[config.mk]
export PLATFORM = sky130hd
export DESIGN_NAME = sd_register_set
export DESIGN_NICKNAME = d
export VERILOG_FILES = /design/src/rtl/sd_register_set.sv
export SDC_FILE = /design/constraint.sdc
export NUM_CORES = 1
export LEC_CHECK = 0
export ABC_AREA = 1
export BUFFER_PORTS_ARGS = -buffer_cell sky130_fd_sc_hd__buf_4
export CORE_ASPECT_RATIO = 1.4
export CORE_MARGIN = 2
export CORE_UTILIZATION = 35
export CTS_CLUSTER_SIZE = 14
export DETAILED_ROUTE_END_ITERATION = 8
export GPL_TIMING_DRIVEN = 0
export PLACE_DENSITY = 0.65
export SETUP_SLACK_MARGIN = 0.3
export SYNTH_ARGS = -nofsm -noshare
export SYNTH_HDL_FRONTEND = slang
export SYNTH_SLANG_ARGS = --single-unit
[constraint.sdc]
create_clock -name clk -period 1.3 [get_ports clk]
set_input_delay 0.065 -clock clk [delete_from_list [all_inputs] [get_ports clk]]
set_output_delay 0.065 -clock clk [all_outputs]
set_load 0.1 [all_outputs]
[src/rtl/sd_register_set.sv]
// SD host register file: byte-addressed control/status registers with
// single-cycle registered access, W1C interrupt status and response capture.
module sd_register_set (
   input  logic        clk,
   input  logic        reset,
   input  logic        req,
   input  logic        wnr,
   input  logic [7:0]  address,
   input  logic [7:0]  data_in,
   output logic [7:0]  data_out,
   output logic        ack,
   output logic        err,
   input  logic [7:0]  int_set,
   input  logic [7:0]  status_in,
   input  logic [31:0] resp_in,
   input  logic        resp_valid,
   output logic [31:0] argument,
   output logic [5:0]  cmd_index,
   output logic        cmd_start,
   output logic [11:0] block_size,
   output logic [15:0] block_count,
   output logic [7:0]  clk_div,
   output logic        irq
);

   localparam logic [7:0]  VERSION     = 8'h10;
   localparam logic [11:0] BLKSIZE_RST = 12'h200;
   localparam logic [7:0]  CLKDIV_RST  = 8'h7F;

   logic [31:0] r_arg;
   logic [5:0]  r_cmd;
   logic [11:0] r_bsz;
   logic [15:0] r_bcnt;
   logic [7:0]  r_cdiv;
   logic [7:0]  r_ist;
   logic [7:0]  r_ien;
   logic [31:0] r_resp;
   logic [7:0]  r_dout;
   logic        r_ack;
   logic        r_err;
   logic        r_cs;
   logic        r_irq;

   logic        w_wr;
   logic        w_rd;
   logic        w_mapped;
   logic [7:0]  w_rdata;
   logic [7:0]  w_clr;

   assign w_wr  = req & wnr;
   assign w_rd  = req & ~wnr;
   assign w_clr = (w_wr && address == 8'h08) ? data_in : '0;

   // Read mux uses pre-edge register values, so a RESP read racing a capture returns old data
   always_comb begin
      w_rdata  = '0;
      w_mapped = 1'b1;
      case (address)
         8'h00:   w_rdata = r_arg[7:0];
         8'h01:   w_rdata = r_arg[15:8];
         8'h02:   w_rdata = r_arg[23:16];
         8'h03:   w_rdata = r_arg[31:24];
         8'h04:   w_rdata = {2'b00, r_cmd};
         8'h05:   w_rdata = '0;
         8'h06:   w_rdata = status_in;
         8'h08:   w_rdata = r_ist;
         8'h09:   w_rdata = r_ien;
         8'h0A:   w_rdata = r_bsz[7:0];
         8'h0B:   w_rdata = {4'h0, r_bsz[11:8]};
         8'h0C:   w_rdata = r_bcnt[7:0];
         8'h0D:   w_rdata = r_bcnt[15:8];
         8'h0E:   w_rdata = r_cdiv;
         8'h0F:   w_rdata = VERSION;
         8'h10:   w_rdata = r_resp[7:0];
         8'h11:   w_rdata = r_resp[15:8];
         8'h12:   w_rdata = r_resp[23:16];
         8'h13:   w_rdata = r_resp[31:24];
         default: w_mapped = 1'b0;
      endcase
   end

   always_ff @(posedge clk or negedge reset) begin
      if (!reset) begin
         r_arg  <= '0;
         r_cmd  <= '0;
         r_bsz  <= BLKSIZE_RST;
         r_bcnt <= '0;
         r_cdiv <= CLKDIV_RST;
         r_ist  <= '0;
         r_ien  <= '0;
         r_resp <= '0;
         r_dout <= '0;
         r_ack  <= 1'b0;
         r_err  <= 1'b0;
         r_cs   <= 1'b0;
         r_irq  <= 1'b0;
      end else begin
         r_ack <= req;
         r_err <= req & ~w_mapped;
         r_cs  <= w_wr && address == 8'h05 && data_in[0];
         r_irq <= |(r_ist & r_ien);
         if (w_rd)
            r_dout <= w_rdata;
         if (w_wr) begin
            case (address)
               8'h00:   r_arg[7:0]   <= data_in;
               8'h01:   r_arg[15:8]  <= data_in;
               8'h02:   r_arg[23:16] <= data_in;
               8'h03:   r_arg[31:24] <= data_in;
               8'h04:   r_cmd        <= data_in[5:0];
               8'h09:   r_ien        <= data_in;
               8'h0A:   r_bsz[7:0]   <= data_in;
               8'h0B:   r_bsz[11:8]  <= data_in[3:0];
               8'h0C:   r_bcnt[7:0]  <= data_in;
               8'h0D:   r_bcnt[15:8] <= data_in;
               8'h0E:   r_cdiv       <= data_in;
               default: ;
            endcase
         end
         // Set is OR'd after the clear so a coincident set wins
         r_ist <= (r_ist & ~w_clr) | int_set;
         if (resp_valid)
            r_resp <= resp_in;
      end
   end

   assign data_out    = r_dout;
   assign ack         = r_ack;
   assign err         = r_err;
   assign cmd_start   = r_cs;
   assign irq         = r_irq;
   assign argument    = r_arg;
   assign cmd_index   = r_cmd;
   assign block_size  = r_bsz;
   assign block_count = r_bcnt;
   assign clk_div     = r_cdiv;

endmodule

After elaboration in Yosys (flattened, before gate mapping):

Index checks and enable logic that the tools add are counted.

* eq/ne operators: 18
* muxes and demuxes: 3
* bitwise gates (word level): 9
* reductions and logical operators: 17

Operators by type and width (number)
* $pmux 8 s18: 1
* $eq 8x4->1 const B: 8
* $eq 8x5->1 const B: 4
* $eq 8x3->1 const B: 3
* $reduce_and 2->1: 11
* $reduce_or 19->1: 1
* $and 8x8->8: 2
* $eq 8x2->1 const B: 2
* $eq 8x1->1 const B: 1
* $logic_not 8->1: 1
* $mux 8: 1
* $not 8->8: 1
* $or 8x8->8: 1
* $reduce_or 8->1: 1
* $and 1x1->1: 3
* $logic_and 1x1->1: 3
* $not 1->1: 2
* $mux 1: 1

* register bits: 134
* output and inout bits: 86
* input port bits: 69
* logic and storage cells: 65

Logic depth before layout (Yosys ltp):

Gate-level depths: netlist of the first run.

* depth after elaboration: 6
* gate-level depth with buffers: 11
* gate-level depth less buffers: 11

Worst setup path after synthesis of the first run:

OpenSTA, ideal clock, no wires.

* kind: register to register
* start: register r_bcnt[15], in the netlist block_count[15]
* end: register r_dout[7], in the netlist data_out[7]
* path slack: -0.150 ns
* required time: 1.232 ns
* setup time: 0.068 ns
* data arrival time: 1.383 ns
* path buffers: 0
* clock period less this slack: 1.450 ns
* stages on the path, launching flop included: 7
* cells stage by stage: dfrtp_1 nand3_1 nand3_1 nor2_1 nand3_1 nand2_1 nand2_1

* cells in the longest elaborated chain, start to end: 1

Ends and longest elaborated chain
* start: declaration: RTL line 33 `logic [15:0] r_bcnt;`
* start signal: assignment: RTL line 115 `8'h0D: r_bcnt[15:8] <= data_in;`
* $pmux 8 s18: RTL line 58 `case (address)`
* end signal: assignment: RTL line 103 `r_dout <= w_rdata;`
* end: declaration: RTL line 38 `logic [7:0] r_dout;`

Every way passes these cells.
A chain may end at the register's enable or synchronous reset.

Worst setup path after layout of the first run:

* start: register r_cdiv[4], in the netlist clk_div[4]
* end: output port clk_div[4]

RTL lines
* start: declaration: RTL line 34 `logic [7:0] r_cdiv;`
* start signal: assignment: RTL line 116 `8'h0E: r_cdiv <= data_in;`
* end: declaration: RTL line 22 `output logic [7:0] clk_div,`

No word-level cell between the ends.

==> results.md, run 1 <==
Clock tree:
- The clock-pin transition on the worst setup and hold timing paths is 0.06 ns.
- The clock reaches the later pin of the worst-skew pair after 0.43 ns.
- The clock tree from TritonCTS is yes.
- The clock buffer count from CTS is 17.
- The maximum buffer depth of the clock tree is 2.
- The number of H-tree branching levels is 4.
- The number of hold-repair buffers added at the cts stage is 48.
- The library cell used as clock root buffer is clkbuf_16.
- The clock drives 134 sinks.

Floorplanning:
- The area of the placeable core is 18380 µm².
- The height of the die is 165.3 µm.
- The placement row count is 59.
- For this configuration, the core starts out at a cell density of 0.3539.
- In this run the count of I/O pins placed on the die edge is 155.
- The die covers 19710 µm².
- The die is 119.2 µm wide.

STA:
- The part of the cycle the worst path needs is 1.020.
- After routing, the total negative slack on setup checks comes to -0.1095 ns.
- After layout, the minimum clock period comes to 1.326 ns.
- The count of pins over their slew limit is 0.
- The number of hold-slack violations in the final timing report is 63.
- The worst-case clock skew is 0.008166 ns.
- The worst hold margin is -0.4434 ns.
- Static timing analysis puts the maximum clock frequency at 754.0 MHz.
- Setup repair after global routing could not meet its margin everywhere.
- In this run the tightest slew margin relative to its limit is 0.4882.
- For the pin with the worst max-slew slack, the measured transition is 0.7677 ns.
- The setup violation total in the final timing report is 7.
- The final critical-path setup slack is -0.02622 ns.

Detailed routing:
- The ratio of routed vias to standard cells is 5.269.
- The detailed-route wire length is 26090 µm.
- For this block, the initial DRC count from the detailed router was 550.
- The routed length per placed instance is 20.44 µm.
- In this run the remaining antenna-violating nets after routing total 0.
- The routed layout has 6723 vias.
- The detailed-router iteration count before antenna repair is 6.
- After detailed routing, the number of remaining DRC violations is 0.

Yosys:
- Of all flip-flops after synthesis, the portion carrying an async set or reset was 1.000.
- The portion of the post-synthesis area used by sequential elements is 0.5170.
- The count of flip-flops with a built-in enable after synthesis is 0.
- The simple-gate area share of the yosys netlist is 0.2893.
- The post-synthesis compound-gate area fraction was 0.08271.
- The xor-xnor portion of the synthesized cell area is 0.
- The post-synthesis instance area is 6505 µm².
- The net count after synthesis is 820.
- The synthesized netlist contains 30 unique library cells.
- Counting flops and latches in the post-synthesis netlist gives 134.
- The fraction of synthesized area in multiplexers is 0.05193.
- The synthesized netlist cell count is 751.
- The mean instance size in the synthesized netlist is 8.662 µm².
- The primary flip-flop cell chosen by synthesis mapping is dfrtp_1.
- The combinational family with the most area after synthesis is simple AND/OR/NAND/NOR gates.
- The area share of fa/ha/maj cells after synthesis is 0.
- Yosys printed 0 warnings.

Finish:
- In the final layout, the share of cells above drive strength 1 is 0.4680.
- The repair_antennas step left the layout with diodes totalling 0.
- For this run, the share of the core covered by cells in the final layout is 0.6111.
- The relative area change from synthesis to final layout is 72.69%.
- After the last flow step, the layout net total stands at 1088.

Run status:
- The checks that failed: negative hold slack, negative setup slack.
- The run finished, with violations left.

Pwr:
- The power density over cell area is 1017 nW/µm².
- VDD sags by at most 0.9382 mV.
- For this design the static power due to leakage is 5.039 nW.

Critical path:
- At the worst endpoint, the arrival time is 1.26 ns.
- In this run the critical register-to-register path is launched from clk_div[6].
- The worst setup path is of the reg2out kind.
- STA classifies the critical path startpoint as a flop.
- The largest individual stage delay along the critical path comes from the cell dfstp_4.
- The worst register-to-register path has a setup slack of 0.04 ns.
- The largest delay contributor family on the critical path is flip-flops.
- Counting both buffers and inverters, the worst setup path holds a total of 1.
- The maximum cell stage delay along the critical path is 0.65 ns.
- Traced cell by cell, the critical path runs through buf_12.
- The endpoint required time on the critical path is 1.24 ns.
- The largest fanout of any net on the critical path is 3.
- The worst setup path is captured at an output port.
- The first element of the critical path is clk_div[4].

Global route:
- The largest net degree at the start of global routing is 88.
- The number of global-route vias before repair came to 6773.
- The initial antenna violation count is 0.
- For this run, the total global-route usage over all layers was measured as 0.2621.
- After global routing the overflow that remains totals 0.
- The first global-routing pass estimated 39160 µm of wire.

Placement:
- Buffers placed on the I/O ports in this run total 153.
- The final weighted congestion in routability-driven placement is 0.9194.
- The post-detailed-placement half-perimeter wirelength is 17450 µm.
- Prior to clock tree synthesis, the placed netlist has a worst setup slack of -0.3780 ns.

Min path:
- The type of the tightest min-delay check is in2async.

Flow run:
- The count of max-cap constraint violations is 0.
## per-layer routing
metal | vias to the layer above | GRT usage | routed length, µm
met5 | - | 0 | 0
met4 | 0 | 0.1342 | 1182
met3 | 66 | 0.04567 | 1533
met2 | 336 | 0.4553 | 13480
met1 | 3272 | 0.3121 | 9889
li1 | 3049 | - | -
## registers in the layout (all words and copies together), names as in the netlist
register,flops
cmd_start,1
r_ist,8
irq,1
data_out,8
block_count,16
r_resp,32
block_size,12
cmd_index,6
r_ien,8
argument,32
clk_div,8
ack,1
err,1
## cell usage in the layout, fill, tap and decap left out, drive strengths merged
cell / synthesis / final
nor3: 5 / 5
bufinv: 0 / 2
mux2: 30 / 30
a21oi: 1 / 1
nand3: 111 / 111
buf: 24 / 223
o21ai: 95 / 95
dlygate4sd3: 0 / 48
nor4: 1 / 1
a221oi: 2 / 2
nor2: 63 / 64
clkbuf: 8 / 29
dfstp: 8 / 8
o2111ai: 1 / 1
clkinvlp: 0 / 3
a22o: 1 / 1
clkinv: 0 / 4
dfrtp: 126 / 126
inv: 37 / 40
and3: 1 / 1
nand4: 7 / 7
nand2: 230 / 230
## worst paths after layout
kind,end,depth (start not counted)
worst max register to register,data_out[6],7
worst min-delay path,r_resp[16],1
worst max-delay path,clk_div[4],1
max in group asynchronous,block_count[10],2
worst min register to register,r_resp[14],1
min in group clk,r_ist[3],4
## kinds of logic after synthesis
| kind of cell | count (synthesis) |
|---|---|
| buffers and inverters | 69 |
| flip-flops | 134 |
| AND/OR/NAND/NOR | 418 |
| multiplexers | 30 |
| AO/OA/AOI/OAI | 100 |
## cell usage after synthesis (2+ instances only)
cell type	n	area share
nand2_1	221	0.13
dfrtp_1	126	0.48
nand3_1	108	0.083
o21ai_0	77	0.059
nor2_1	51	0.029
inv_1	36	0.021
mux2_2	30	0.052
buf_6	14	0.024
o21ai_1	12	0.0092
buf_2	9	0.0069
clkbuf_1	8	0.0046
dfstp_2	8	0.032
nor2_4	8	0.014
nand4_1	7	0.0067
o21ai_2	6	0.0081
nand2_4	5	0.0087
nand2_2	4	0.0038
nor2_2	4	0.0038
nor3_1	4	0.0031
a221oi_1	2	0.0027
nand3_2	2	0.0031
## report_power, final
| part | switching (W) | total (W) | internal, W |
|---|---|---|---|
| clock | 0.00200 | 0.00496 | 0.00296 |
| sequential | 0.000192 | 0.00457 | 0.00438 |
| combinational | 0.00113 | 0.00189 | 0.000758 |
## area by class of cell
cell class                 count  area (µm²)
tap                          244       305.3
inverter                      37       153.9
buffer                        32       282.8
fill                        1420        7148
clock buffer                  20       456.7
timing repair buffer         248        3149
sequential                   134        3536
clock inverter                12       142.6
multi-input combinational    549        3207
## metrics by stage
stage               cells  cell area, µm²  hold WS, ns  total power, W
global placement     1148            8304       0.2032        0.006052
CTS                  1242           10780      -0.4273         0.01134
detailed placement   1149            8335      0.02626        0.006075
global route         1276           11230      -0.4118         0.01173
finish               1276           11230      -0.4434         0.01142
floorplan             751            6850      -0.2306        0.005491
## what timing repair did
| item | 4_1_cts | 5_1_grt |
|---|---|---|
| pin swaps | 24 | 42 |
| endpoints found under the hold margin | 92 | 47 |
| setup endpoints to repair | 101 | 152 |
| gates cloned | 0 | 2 |
| gates resized for setup | 305 | 69 |
| setup buffers | 13 | 32 |
Note: power is estimated with default switching activity, not from simulation.
==> inputs of run 2 (changes only) <==
--- a/config.mk
+++ b/config.mk
@@ -9,4 +9,5 @@
 export BUFFER_PORTS_ARGS = -buffer_cell sky130_fd_sc_hd__buf_4
+export CAP_MARGIN = 10
 export CORE_ASPECT_RATIO = 1.4
-export CORE_MARGIN = 2
+export CORE_MARGIN = 8
 export CORE_UTILIZATION = 35
==> constraint.sdc (replaced) <==
create_clock -name clk -period 1.3 [get_ports clk]
set_input_delay 0.13 -clock clk [delete_from_list [all_inputs] [get_ports clk]]
set_output_delay 0.13 -clock clk [all_outputs]
set_load 0.1 [all_outputs]
==> run 2 against run 1 <==
  * The run still ends with negative hold slack, negative setup slack left
  * Non-clock buffer count down 11
  * Clock power is 4.6% higher
  * Global-route usage is 3.7 points lower
  * Core utilization increased by 0.99 points
  * Fmax decreased by 4.6%
  * Sequential share of layout area fell by 0.40 points
  * Final cell count down 0.78%
  * Die area rose by 18%
  * Register-to-register slack got worse by 0.10 ns
  * Worst setup slack worse by 0.064 ns
  * Wire length rose by 4.2%
  * Critical path depth is the same
  * Critical path type unchanged
  * Critical endpoint is now clk_div[1]
  * Largest cell class unchanged
==> results.md, run 2 (synthesized netlist as in run 1, its figures left out) <==
Finish:
- The total number of nets in the final design is 1078.
- The most common cell after layout, fill and taps aside is nand2_1.
- The share of post-route cells with drive strength above 1 is 0.4912.
- From synthesis to final layout, the design area changed by 75.48%.
- The antenna diode instance count is 0.
- Measured on the finished design, the core utilization comes to 0.6210.
- Leaving out fill and tap cells, the most frequent cells in the layout are nand2_1, buf_12, buf_4.
- Excluding fillers, the count of instances in the completed layout stands at 1266.

Flow run:
- The count of max-cap constraint violations is 0.

Critical path:
- For the worst setup path, the data arrival time is 1.26 ns.
- The largest fanout of any net on the critical path is 3.
- The worst setup path is captured at an output port.
- STA classifies the critical path startpoint as a flop.
- The largest delay contributor family on the critical path is flip-flops.
- The number of buffers and inverters on the critical path is 1.
- Data on the critical path is required at its endpoint by 1.17 ns.
- Walking the worst path, the cells encountered are buf_12.
- On the worst path, the slowest cell contributes a delay of 0.65 ns.
- The slowest stage of the critical path is the dfstp_4 cell.
- The critical setup path kind is reg2out.

Detailed routing:
- The first detailed-routing pass took 6 iterations.
- The detailed-route wire length is 27170 µm.
- The post-route antenna net violation count is 0.
- The routed length per placed instance is 21.46 µm.
- In the routed design, unresolved DRC markers number 0.
- The number of DRC markers after the initial detailed-route iteration is 578.
- The ratio of routed vias to standard cells is 5.255.
- The detailed router placed 6653 vias in this run.

Pwr:
- The largest vdd supply drop is 0.9064 mV.
- The power density over cell area is 1025 nW/µm².
- The leakage power of the design is 5.077 nW.
- Overall power consumption after layout is estimated at 0.01170 W.

Global route:
- The number of global-route vias before repair is 6691.
- The combined global-route utilization of all metal layers is 0.2246.
- For this run the aggregate overflow at the end of global routing stands at 0.
- Entering global routing, the biggest net connects 72 pins.
- The first-pass GRT wire length is 40050 µm.
- The initial antenna violation count is 0.

Clock tree:
- The clock drives 134 sinks.
- The number of H-tree branching levels is 4.
- The library cell used as clock root buffer is clkbuf_16.
- The number of hold-repair buffers added at the cts stage is 42.
- The clock tree from TritonCTS is yes.
- The clock buffer count from CTS is 17.
- After clock tree synthesis, the clock-pin slew on the worst setup and hold paths is 0.06 ns.
- The later pin in the worst-skew pair is clocked with a latency of 0.43 ns.
- No sink is reached through more buffers than the 2 on the longest clock path.

Run status:
- The flow ran to the end, but the final reports show violations.
- The final reports fail on negative hold slack, negative setup slack.

STA:
- Setup repair after global routing could not meet its margin everywhere.
- The actual slew at the worst max-slew pin is 0.8796 ns.
- The worst path in the final design needs a cycle of 1.390 ns, including I/O delays and setup.
- Headroom to the max-slew limit came out at 0.4136.
- Setup violations remaining at the end of the flow were counted as 11.
- The worst hold margin is -0.2988 ns.
- Timing would allow up to 719.4 MHz.
- Between clock sinks in the finished design, the worst skew comes to 0.01017 ns.
- The count of pins over their slew limit is 0.
- The final critical-path setup slack is -0.09001 ns.
- The number of hold-slack violations in the final timing report is 63.
- In the finished design, the share of the clock period the worst path needs comes to 1.069.

Floorplanning:
- The height of the die is 177.3 µm.
- In this run the standard cell core region covers 18380 µm².
- 155 I/O pins were placed.
- The floorplan step set the die width to 131.2 µm.
- For this configuration, the core starts out at a cell density of 0.3539.
- The floorplan has 59 rows.
- The die covers 23270 µm².

Placement:
- The count of port buffers added during placement is 153.
- Including well taps, the total number of placed cells is 1149.
- Summed over all nets, the half-perimeter wirelength after detailed placement is 18660 µm.
- The congestion estimate from routability-driven global placement came to 0.9623.

Min path:
- The type of the tightest min-delay check is in2async.
## run 2: cell count changes in the layout (fill, tap and decap cells not counted), sizes merged
| cell | before | now |
|---|---|---|
| inv | 40 | 37 |
| nor2 | 64 | 65 |
| bufinv | 2 | 4 |
| buf | 223 | 217 |
| clkinvlp | 3 | 4 |
| clkbuf | 29 | 30 |
| dlygate4sd3 | 48 | 42 |
## run 2: cell type report
class	instances	area [µm²]
Fill cell	1401	6967
Timing Repair Buffer	237	3123
Sequential cell	134	3547
Inverter	37	176.4
Buffer	32	294.0
Clock inverter	12	177.7
Tap cell	244	305.3
Clock buffer	20	456.7
Multi-Input combinational cell	550	3334
## run 2: routing by layer
layer | vias to the layer above | GRT usage | routed length, µm
li1 | 3021 | - | -
met1 | 3219 | 0.2504 | 10200
met2 | 329 | 0.3977 | 13940
met3 | 84 | 0.05326 | 1708
met4 | 0 | 0.1064 | 1320
met5 | - | 0 | 0
## run 2: power by group
part / total [W] / switching [W] / internal, W / leakage (nW)
registers: 0.00458 / 0.000192 / 0.00439 / 1.59
clock network: 0.00519 / 0.00188 / 0.00331 / 0.298
logic: 0.00194 / 0.00117 / 0.000764 / 3.19
total: 0.0117 / 0.00324 / 0.00846 / 5.08
## run 2: path summary, 6_finish.rpt
check	endpoint	depth (start not counted)	slack (ns)	start
worst max-delay path	clk_div[1]	1	-0.09	clk_div[1]
worst min-delay path	r_resp[3]	1	-0.30	reset
worst max register to register	data_out[3]	6	-0.06	block_count[3]
worst min register to register	r_resp[29]	1	0.52	r_resp[29]
max in group asynchronous	clk_div[1]	2	0.77	reset
min in group clk	r_ist[4]	4	0.01	data_in[4]
## run 2: metrics by stage
step / hold WS [ns] / TNS [ns] / setup slack (ns) / cell area, µm²
final: -0.2988 / -0.7250 / -0.09001 / 11410
after global placement: 0.2681 / -76.16 / -0.6853 / 8328
after CTS: -0.2807 / -0.7924 / -0.09771 / 10810
after detailed placement: 0.1650 / -10.12 / -0.5506 / 8359
after global routing: -0.2597 / -1.021 / -0.1086 / 11410
after floorplan: -0.1656 / 0 / 0.1034 / 6874
## run 2: timing repair
item                       CTS  global route
pin swaps                   39            46
cloned                       1             5
hold endpoints to repair   105            63
setup endpoints to repair  110           153
buffers inserted            10            27
resized for setup          316            86
